## src/rtl/id_ex_stage_reg_pkg.sv

```systemverilog
// Shared ID/EX definitions: default widths, the decoder control-word bit map (also used by the
// decoder packer), and instruction register-field positions.
package id_ex_stage_reg_pkg;

  localparam int DATA_W_DEF = 32;
  localparam int CTRL_W_DEF = 19;
  localparam int CNT_W_DEF  = 16;

  // Control-word bit indices; bit 18 is spare
  localparam int REG_DEST       = 0;
  localparam int BRANCH_EQ      = 1;
  localparam int BRANCH_NE      = 2;
  localparam int MEM_READ       = 3;
  localparam int MEM_TO_REG     = 4;
  localparam int ALU_OP1        = 5;
  localparam int ALU_OP2        = 6;
  localparam int MEM_WRITE      = 7;
  localparam int ALU_SRC        = 8;
  localparam int REG_WRITE      = 9;
  localparam int JUMP           = 10;
  localparam int TRUNK_MODE_LO  = 11;
  localparam int TRUNK_MODE_HI  = 12;
  localparam int SHIFT_TO_TRUNK = 13;
  localparam int SIN_SIGNO      = 14;
  localparam int J_REG          = 15;
  localparam int SAVE_PC        = 16;
  localparam int I_TYPE         = 17;

  localparam int RS_LSB = 21;
  localparam int RT_LSB = 16;

  typedef logic [4:0] regIdx_t;

  function automatic logic [CTRL_W_DEF-1:0] ctrlMask(input int idx);
    return CTRL_W_DEF'(1) << idx;
  endfunction

endpackage

```

## src/rtl/id_ex_stage_reg_if.sv

```systemverilog
// ID/EX boundary bundle: ID-side operands and stage controls in, registered EX copies and
// stall enables out.
interface id_ex_stage_reg_if
  import id_ex_stage_reg_pkg::*;
#(
  parameter int DATA_W = DATA_W_DEF,
  parameter int CTRL_W = CTRL_W_DEF,
  parameter int CNT_W  = CNT_W_DEF
) ();

  logic [CTRL_W-1:0] id_ctrl;
  logic [DATA_W-1:0] id_pc4;
  logic [DATA_W-1:0] id_rs_data;
  logic [DATA_W-1:0] id_rt_data;
  logic [DATA_W-1:0] id_imm;
  logic [DATA_W-1:0] id_instr;
  logic              ex_flush;
  logic              hold;

  logic [CTRL_W-1:0] ex_ctrl;
  logic [DATA_W-1:0] ex_pc4;
  logic [DATA_W-1:0] ex_rs_data;
  logic [DATA_W-1:0] ex_rt_data;
  logic [DATA_W-1:0] ex_imm;
  logic [DATA_W-1:0] ex_instr;
  logic              pc_write;
  logic              if_id_write;
  logic [CNT_W-1:0]  bubble_count;

  modport master (
    output id_ctrl, id_pc4, id_rs_data, id_rt_data, id_imm, id_instr, ex_flush, hold,
    input  ex_ctrl, ex_pc4, ex_rs_data, ex_rt_data, ex_imm, ex_instr,
           pc_write, if_id_write, bubble_count
  );

  modport slave (
    input  id_ctrl, id_pc4, id_rs_data, id_rt_data, id_imm, id_instr, ex_flush, hold,
    output ex_ctrl, ex_pc4, ex_rs_data, ex_rt_data, ex_imm, ex_instr,
           pc_write, if_id_write, bubble_count
  );

endinterface

```

## src/rtl/id_ex_stage_reg_load_use_detect.sv

```systemverilog
// Load-use hazard term: the load now in EX writes a register the ID instruction reads.
module load_use_detect
  import id_ex_stage_reg_pkg::*;
#(
  parameter int CTRL_W = CTRL_W_DEF,
  parameter int DATA_W = DATA_W_DEF
) (
  input  logic [CTRL_W-1:0] ex_ctrl,
  input  logic [DATA_W-1:0] ex_instr,
  input  logic [CTRL_W-1:0] id_ctrl,
  input  logic [DATA_W-1:0] id_instr,
  output logic              hazard
);

  regIdx_t exDst;
  regIdx_t idRs;
  regIdx_t idRt;
  logic    exIsLoad;
  logic    usesRs;
  logic    usesRt;
  logic    unusedBits;

  assign exDst    = ex_instr[RT_LSB +: 5];
  assign idRs     = id_instr[RS_LSB +: 5];
  assign idRt     = id_instr[RT_LSB +: 5];
  assign exIsLoad = ex_ctrl[MEM_READ];

  // Direct jumps carry a target in the rs field, so only JR actually reads rs
  assign usesRs = ~(id_ctrl[JUMP] & ~id_ctrl[J_REG]);
  assign usesRt = id_ctrl[REG_DEST] | id_ctrl[BRANCH_EQ] | id_ctrl[BRANCH_NE] | id_ctrl[MEM_WRITE];

  assign hazard = exIsLoad & (exDst != 5'd0) &
                  ((usesRs & (exDst == idRs)) | (usesRt & (exDst == idRt)));

  assign unusedBits = ^{ex_ctrl, ex_instr, id_ctrl, id_instr};

endmodule

```

## src/rtl/id_ex_stage_reg.sv

```systemverilog
// ID/EX pipeline register with load-use bubble insertion, flush/hold handling and a
// saturating bubble counter.
module id_ex_stage_reg
  import id_ex_stage_reg_pkg::*;
#(
  parameter int DATA_W = DATA_W_DEF,
  parameter int CTRL_W = CTRL_W_DEF,
  parameter int CNT_W  = CNT_W_DEF
) (
  input  logic         clk,
  input  logic         reset,
  id_ex_stage_reg_if.slave bus
);

  logic [CTRL_W-1:0] ctrl_p1;
  logic [DATA_W-1:0] pc4_p1;
  logic [DATA_W-1:0] rsData_p1;
  logic [DATA_W-1:0] rtData_p1;
  logic [DATA_W-1:0] imm_p1;
  logic [DATA_W-1:0] instr_p1;
  logic [CNT_W-1:0]  bubbleCnt;
  logic              hazard;
  logic              advance;

  function automatic logic [CNT_W-1:0] satInc(input logic [CNT_W-1:0] v);
    return (&v) ? v : v + CNT_W'(1);
  endfunction

  load_use_detect #(
    .CTRL_W (CTRL_W),
    .DATA_W (DATA_W)
  ) uDetect (
    .ex_ctrl  (ctrl_p1),
    .ex_instr (instr_p1),
    .id_ctrl  (bus.id_ctrl),
    .id_instr (bus.id_instr),
    .hazard   (hazard)
  );

  // A flush kills the hazarding instruction, so it never needs to stall the front end
  assign advance         = ~(bus.hold | (hazard & ~bus.ex_flush));
  assign bus.pc_write    = advance;
  assign bus.if_id_write = advance;

  // ---- ID -> EX boundary ----
  always_ff @(posedge clk) begin
    if (reset) begin
      ctrl_p1   <= '0;
      pc4_p1    <= '0;
      rsData_p1 <= '0;
      rtData_p1 <= '0;
      imm_p1    <= '0;
      instr_p1  <= '0;
      bubbleCnt <= '0;
    end else if (bus.ex_flush || !bus.hold) begin
      pc4_p1    <= bus.id_pc4;
      rsData_p1 <= bus.id_rs_data;
      rtData_p1 <= bus.id_rt_data;
      imm_p1    <= bus.id_imm;
      instr_p1  <= bus.id_instr;
      ctrl_p1   <= (bus.ex_flush || hazard) ? '0 : bus.id_ctrl;
      if (!bus.ex_flush && hazard)
        bubbleCnt <= satInc(bubbleCnt);
    end
  end

  assign bus.ex_ctrl      = ctrl_p1;
  assign bus.ex_pc4       = pc4_p1;
  assign bus.ex_rs_data   = rsData_p1;
  assign bus.ex_rt_data   = rtData_p1;
  assign bus.ex_imm       = imm_p1;
  assign bus.ex_instr     = instr_p1;
  assign bus.bubble_count = bubbleCnt;

endmodule

```

## src/flat_wrapper.sv

```systemverilog
// flat-port wrapper written by rule: the top's interface ports become plain ports
module id_ex_stage_reg_flat import id_ex_stage_reg_pkg::*;
#(
  parameter int DATA_W = DATA_W_DEF,
  parameter int CTRL_W = CTRL_W_DEF,
  parameter int CNT_W  = CNT_W_DEF
)
  (clk, reset, bus_id_ctrl, bus_id_pc4, bus_id_rs_data, bus_id_rt_data, bus_id_imm, bus_id_instr, bus_ex_flush, bus_hold, bus_ex_ctrl, bus_ex_pc4, bus_ex_rs_data, bus_ex_rt_data, bus_ex_imm, bus_ex_instr, bus_pc_write, bus_if_id_write, bus_bubble_count);
  id_ex_stage_reg_if #(.DATA_W(DATA_W), .CTRL_W(CTRL_W), .CNT_W(CNT_W)) bus_i ();
  input  logic clk;
  input  logic reset;
  input wire logic [$bits(bus_i.id_ctrl)-1:0] bus_id_ctrl;
  input wire logic [$bits(bus_i.id_pc4)-1:0] bus_id_pc4;
  input wire logic [$bits(bus_i.id_rs_data)-1:0] bus_id_rs_data;
  input wire logic [$bits(bus_i.id_rt_data)-1:0] bus_id_rt_data;
  input wire logic [$bits(bus_i.id_imm)-1:0] bus_id_imm;
  input wire logic [$bits(bus_i.id_instr)-1:0] bus_id_instr;
  input wire logic [$bits(bus_i.ex_flush)-1:0] bus_ex_flush;
  input wire logic [$bits(bus_i.hold)-1:0] bus_hold;
  output wire logic [$bits(bus_i.ex_ctrl)-1:0] bus_ex_ctrl;
  output wire logic [$bits(bus_i.ex_pc4)-1:0] bus_ex_pc4;
  output wire logic [$bits(bus_i.ex_rs_data)-1:0] bus_ex_rs_data;
  output wire logic [$bits(bus_i.ex_rt_data)-1:0] bus_ex_rt_data;
  output wire logic [$bits(bus_i.ex_imm)-1:0] bus_ex_imm;
  output wire logic [$bits(bus_i.ex_instr)-1:0] bus_ex_instr;
  output wire logic [$bits(bus_i.pc_write)-1:0] bus_pc_write;
  output wire logic [$bits(bus_i.if_id_write)-1:0] bus_if_id_write;
  output wire logic [$bits(bus_i.bubble_count)-1:0] bus_bubble_count;
  assign bus_i.id_ctrl = bus_id_ctrl;
  assign bus_i.id_pc4 = bus_id_pc4;
  assign bus_i.id_rs_data = bus_id_rs_data;
  assign bus_i.id_rt_data = bus_id_rt_data;
  assign bus_i.id_imm = bus_id_imm;
  assign bus_i.id_instr = bus_id_instr;
  assign bus_i.ex_flush = bus_ex_flush;
  assign bus_i.hold = bus_hold;
  assign bus_ex_ctrl = bus_i.ex_ctrl;
  assign bus_ex_pc4 = bus_i.ex_pc4;
  assign bus_ex_rs_data = bus_i.ex_rs_data;
  assign bus_ex_rt_data = bus_i.ex_rt_data;
  assign bus_ex_imm = bus_i.ex_imm;
  assign bus_ex_instr = bus_i.ex_instr;
  assign bus_pc_write = bus_i.pc_write;
  assign bus_if_id_write = bus_i.if_id_write;
  assign bus_bubble_count = bus_i.bubble_count;
  id_ex_stage_reg #(.DATA_W(DATA_W), .CTRL_W(CTRL_W), .CNT_W(CNT_W)) u_core (.clk(clk), .reset(reset), .bus(bus_i));
endmodule
```

## config.mk

```make
export PLATFORM = sky130hd
export DESIGN_NAME = id_ex_stage_reg_flat
export DESIGN_NICKNAME = d
export VERILOG_FILES = /design/src/rtl/id_ex_stage_reg_pkg.sv /design/src/rtl/id_ex_stage_reg_if.sv /design/src/rtl/id_ex_stage_reg_load_use_detect.sv /design/src/rtl/id_ex_stage_reg.sv /design/src/flat_wrapper.sv
export SDC_FILE = /design/constraint.sdc
export NUM_CORES = 1
export LEC_CHECK = 0
export ABC_CLOCK_PERIOD_IN_PS = 6100
export CAP_MARGIN = 20
export CORE_AREA = 2 2 149 151
export CTS_CLUSTER_DIAMETER = 150
export DETAILED_ROUTE_END_ITERATION = 6
export DIE_AREA = 0 0 151 153
export DONT_BUFFER_PORTS = 1
export GPL_ROUTABILITY_DRIVEN = 0
export PLACE_DENSITY_LB_ADDON = 0.3
export SLEW_MARGIN = 0
export SYNTH_ARGS = -nofsm -noshare
export SYNTH_HDL_FRONTEND = slang
export SYNTH_SLANG_ARGS = --single-unit
```

## constraint.sdc

```tcl
create_clock -name clk -period 6.1 [get_ports clk]
set_clock_uncertainty 0.2 [all_clocks]
set_input_delay 1.22 -clock clk [delete_from_list [all_inputs] [get_ports clk]]
set_output_delay 1.22 -clock clk [all_outputs]
set_load 0.05 [all_outputs]
```

==> metrics.md <==
| Metric | Value |
|---|---|
| Vias | 5534 |
| WL per Instance | 17.93 um |
| Part of the cycle the worst path needs | 0.6531 |
| Longest Clk Path Bufs | 2 |
| Final nets | 998 |
| Post-synth EDFFs | 0 |
| Crit path required time | 4680 ps |
| Commonest cells post-synth | 324 x nand2_1, 195 x dfxtp_1, 166 x a21oi_1, 53 x clkbuf_1, 19 x a22o_2 |
| Synth Warn # | 0 |
| Worst-margin pin slew | 1112 ps |
| Syn nets | 1034 |
| Largest net degree at the start of global routing | 179 |
| I/O Pins | 380 |
| Post-CTS Repair Setup Buffers | 0 |
| Final ANT Viol Nets | 0 |
| Initial Util | 0.3244 |
| CP Depth | 5 |
| I/O Buffers | 0 |
| CP max FO | 11 |
| CP Capture Type | output pin |
| CTS tree | built |
| Synthesized area | 6970 um^2 |
| Worst setup endpoint | bus_pc_write |
| Max_cap viols | 0 |
| Dpl hpwl | 13590 um |
| Setup violators final | 0 |
| Yosys top cell area share | 0.5600 |
| # fillers | 2223 |
| Gate power share | 0.048 |
| CP Class | flop to output pin |
| DIE HEIGHT | 153 um |
| Setup TNS | 0 ps |
| Final Hold Fails | 0 |
| Power Density | 374.6 nW/um^2 |
| Buf/Inv on CP | 1 |
| Pre-CTS worst setup slack | 2118 ps |
| Worst-case reg-to-reg path depth | 6 |
| Synth cell types | 33 |
| Seq cells post-synth | 195 |
| Sw frac | 0.3170 |
| Crit-path slowest cell | dfxtp_1 |
| DRT Pass-1 Iters | 4 |
| First-pass GRT wire length | 29600 um |
| Seq/Total Area, Yosys | 0.5600 |
| Psw | 0.9218 mW |
| Total power | 2.908 mW |
| Core area | 21490 um^2 |
| Maximum clock rate | 251.0 MHz |
| Final critical-path setup slack | 2116 ps |
| Layout cell share with drive strength beyond 1 | 0.07618 |
| Tot GR Track Use | 0.1621 |
| # rows | 54 |
| Clock Sinks | 195 |
| Family with the most delay on the worst path | flip-flops |
| Area growth, synth to finish | 11.38% |
| Reg-to-reg slack, setup | 2910 ps |
| Initial DRC Count | 219 |
| H-tree levels | 4 |
| Root Driver | clkbuf_16 |
| Crit path cell chain | xnor2_1 -> nand4_1 -> o22ai_2 -> a31oi_2 -> buf_4 |
| Die ar. | 23100 um^2 |
| Final worst path period need | 3984 ps |
| Vias per cell | 4.999 |
| Synthesized instance count | 850 |
| Syn avg cell area | 8.201 um^2 |
| Antenna Cells | 0 |
| Status | finished clean |
| Most common cell in the netlist | nand2_1 |
| Worst Path Arrival | 2560 ps |
| Synth area leaders | dfxtp_1 56%, nand2_1 17%, a21oi_1 12% |
| Post-synth ARST share | 0 |
| Top FF cell, synth | dfxtp_1 |
| Int Power | 1.986 mW |
| Grt total ovfl | 0 |
| Post-placement cell area | 7166 um^2 |
| Synth area leader | dfxtp_1 |
| Detailed Route WL | 19850 um |
| Vias in the first global route | 5540 |
| Insertion delay to the later sink of the worst-skew pair | 420 ps |
| Pleak | 3.001 nW |
| Initial antenna violation count | 0 |
| Critical Path Start | u_core.bus.ex_instr[16]$_SDFFE_PP0P_ |
| RSZ-0062 raised after global routing | no |
| Worst VDD drop | 0.1563 mV |
| Die extent in x | 151 um |
| Gates resized, CTS repair | 0 |
| DRC | 0 |
| Fin util | 0.3613 |
| Post-CTS Hold Buffers | 0 |
| RR Startpoint | u_core.bus.ex_instr[16]$_SDFFE_PP0P_ |
| Worst setup SP type | flop |
| Worst Hold Class | flop to flop |
| Slew Viols, Final | 0 |
| Max-slew headroom | 0.2588 |
| Clock power frac | 0.388 |
| RR Endpoint | u_core.bus.bubble_count[10]$_SDFFE_PP0P_ |
| Final Instance Area | 7764 um^2 |
| CP max stage delay | 850 ps |
| Clk pin slew, worst setup/hold paths | 80 ps |
| Sequential power share | 0.563 |
| Cts bufs inserted | 17 |
-- registers in the layout, summed over array words and instances (netlist names) --
name / flops
u_core.bus.ex_rs_data: 32
u_core.bus.ex_pc4: 32
u_core.bus.ex_imm: 32
u_core.bus.ex_rt_data: 32
u_core.bus.ex_ctrl: 19
u_core.bus.ex_instr: 32
u_core.bus.bubble_count: 16
-- worst reg2reg max path, delay by kind of cell, from the launching register on --
family	cells	cell delay, ps
AND/OR/NAND/NOR	3	1220
flip-flops	1	850
AO/OA/AOI/OAI	2	670
XOR/XNOR	1	210
-- cells in the final DEF (no fill, tap or decap), types with 2 or more instances in the layout --
cell	Yosys	routed
nand2_1	324	323
dfxtp_1	195	195
a21oi_1	166	166
a22o_2	19	19
clkbuf_16	0	17
nor2_1	12	12
xnor2_1	11	11
nand3_1	9	9
nand4_1	8	8
xor2_1	8	8
o21ai_0	6	6
inv_1	5	5
or3_1	5	5
inv_6	0	5
nor3_1	3	3
or4_1	3	3
clkinv_8	0	3
buf_4	1	3
o41ai_1	2	2
o31ai_1	2	2
clkinvlp_4	0	2
inv_8	0	2
buf_12	0	2
-- worst min-delay path by stage --
stage                                                     from                                    to  slack, ps  cells after the start
after floorplan              u_core.bus.ex_imm[0]$_SDFFE_PP0P_     u_core.bus.ex_imm[0]$_SDFFE_PP0P_        470                      2
after global placement    u_core.bus.ex_instr[27]$_SDFFE_PP0P_  u_core.bus.ex_instr[27]$_SDFFE_PP0P_        480                      2
after detailed placement  u_core.bus.ex_instr[27]$_SDFFE_PP0P_  u_core.bus.ex_instr[27]$_SDFFE_PP0P_        480                      2
after CTS                 u_core.bus.ex_instr[27]$_SDFFE_PP0P_  u_core.bus.ex_instr[27]$_SDFFE_PP0P_        490                      2
after global routing       u_core.bus.ex_instr[8]$_SDFFE_PP0P_   u_core.bus.ex_instr[8]$_SDFFE_PP0P_        510                      2
final                     u_core.bus.ex_instr[27]$_SDFFE_PP0P_  u_core.bus.ex_instr[27]$_SDFFE_PP0P_        490                      2
-- through the flow --
stage          hold slack, ps  cells
6_report                493.0   1107
5_1_grt                 509.9   1107
4_1_cts                 494.6   1107
3_5_place_dp            483.7   1075
3_3_place_gp            480.3   1075
2_1_floorplan           471.0    850
-- power groups by stage --
stage / Combinational [mW] / Clock, mW / Sequential [mW]
2_1_floorplan: 0.131 / 0 / 1.65
3_3_place_gp: 0.140 / 0 / 1.67
3_5_place_dp: 0.144 / 0 / 1.67
4_1_cts: 0.144 / 1.16 / 1.64
5_1_grt: 0.163 / 1.21 / 1.65
6_report: 0.141 / 1.13 / 1.64
-- layout make-up --
cell class              count  area (um^2)  share of cell area
clock inverters            14        168.9             0.02176
inverters                   5        18.77            0.002417
repair buffers              5        62.56            0.008058
clock buffers              18        429.2             0.05528
multi-input cells         590         2830              0.3645
well taps                 280        350.3             0.04512
flip-flops and latches    195         3904              0.5028
-- layer usage --
metal  wire length (um)  global-route usage  part of all wire  up-vias
met3               2319             0.07075              0.12       34
li1                   -                   -                 -     2723
met4                469             0.06053             0.024        0
met1               7463              0.1736              0.38     2509
met5                  0                   0                 0        -
met2               9594              0.2803              0.48      268
-- cells by family after synthesis --
kind of cell	synth area share
flops	0.5600
mux	0.001436
compound gates	0.1642
xor+xnor	0.02387
buf+inv	0.03698
fa+ha+maj	0.001795
simple gates	0.2116
(Power assumes the default switching activity.)
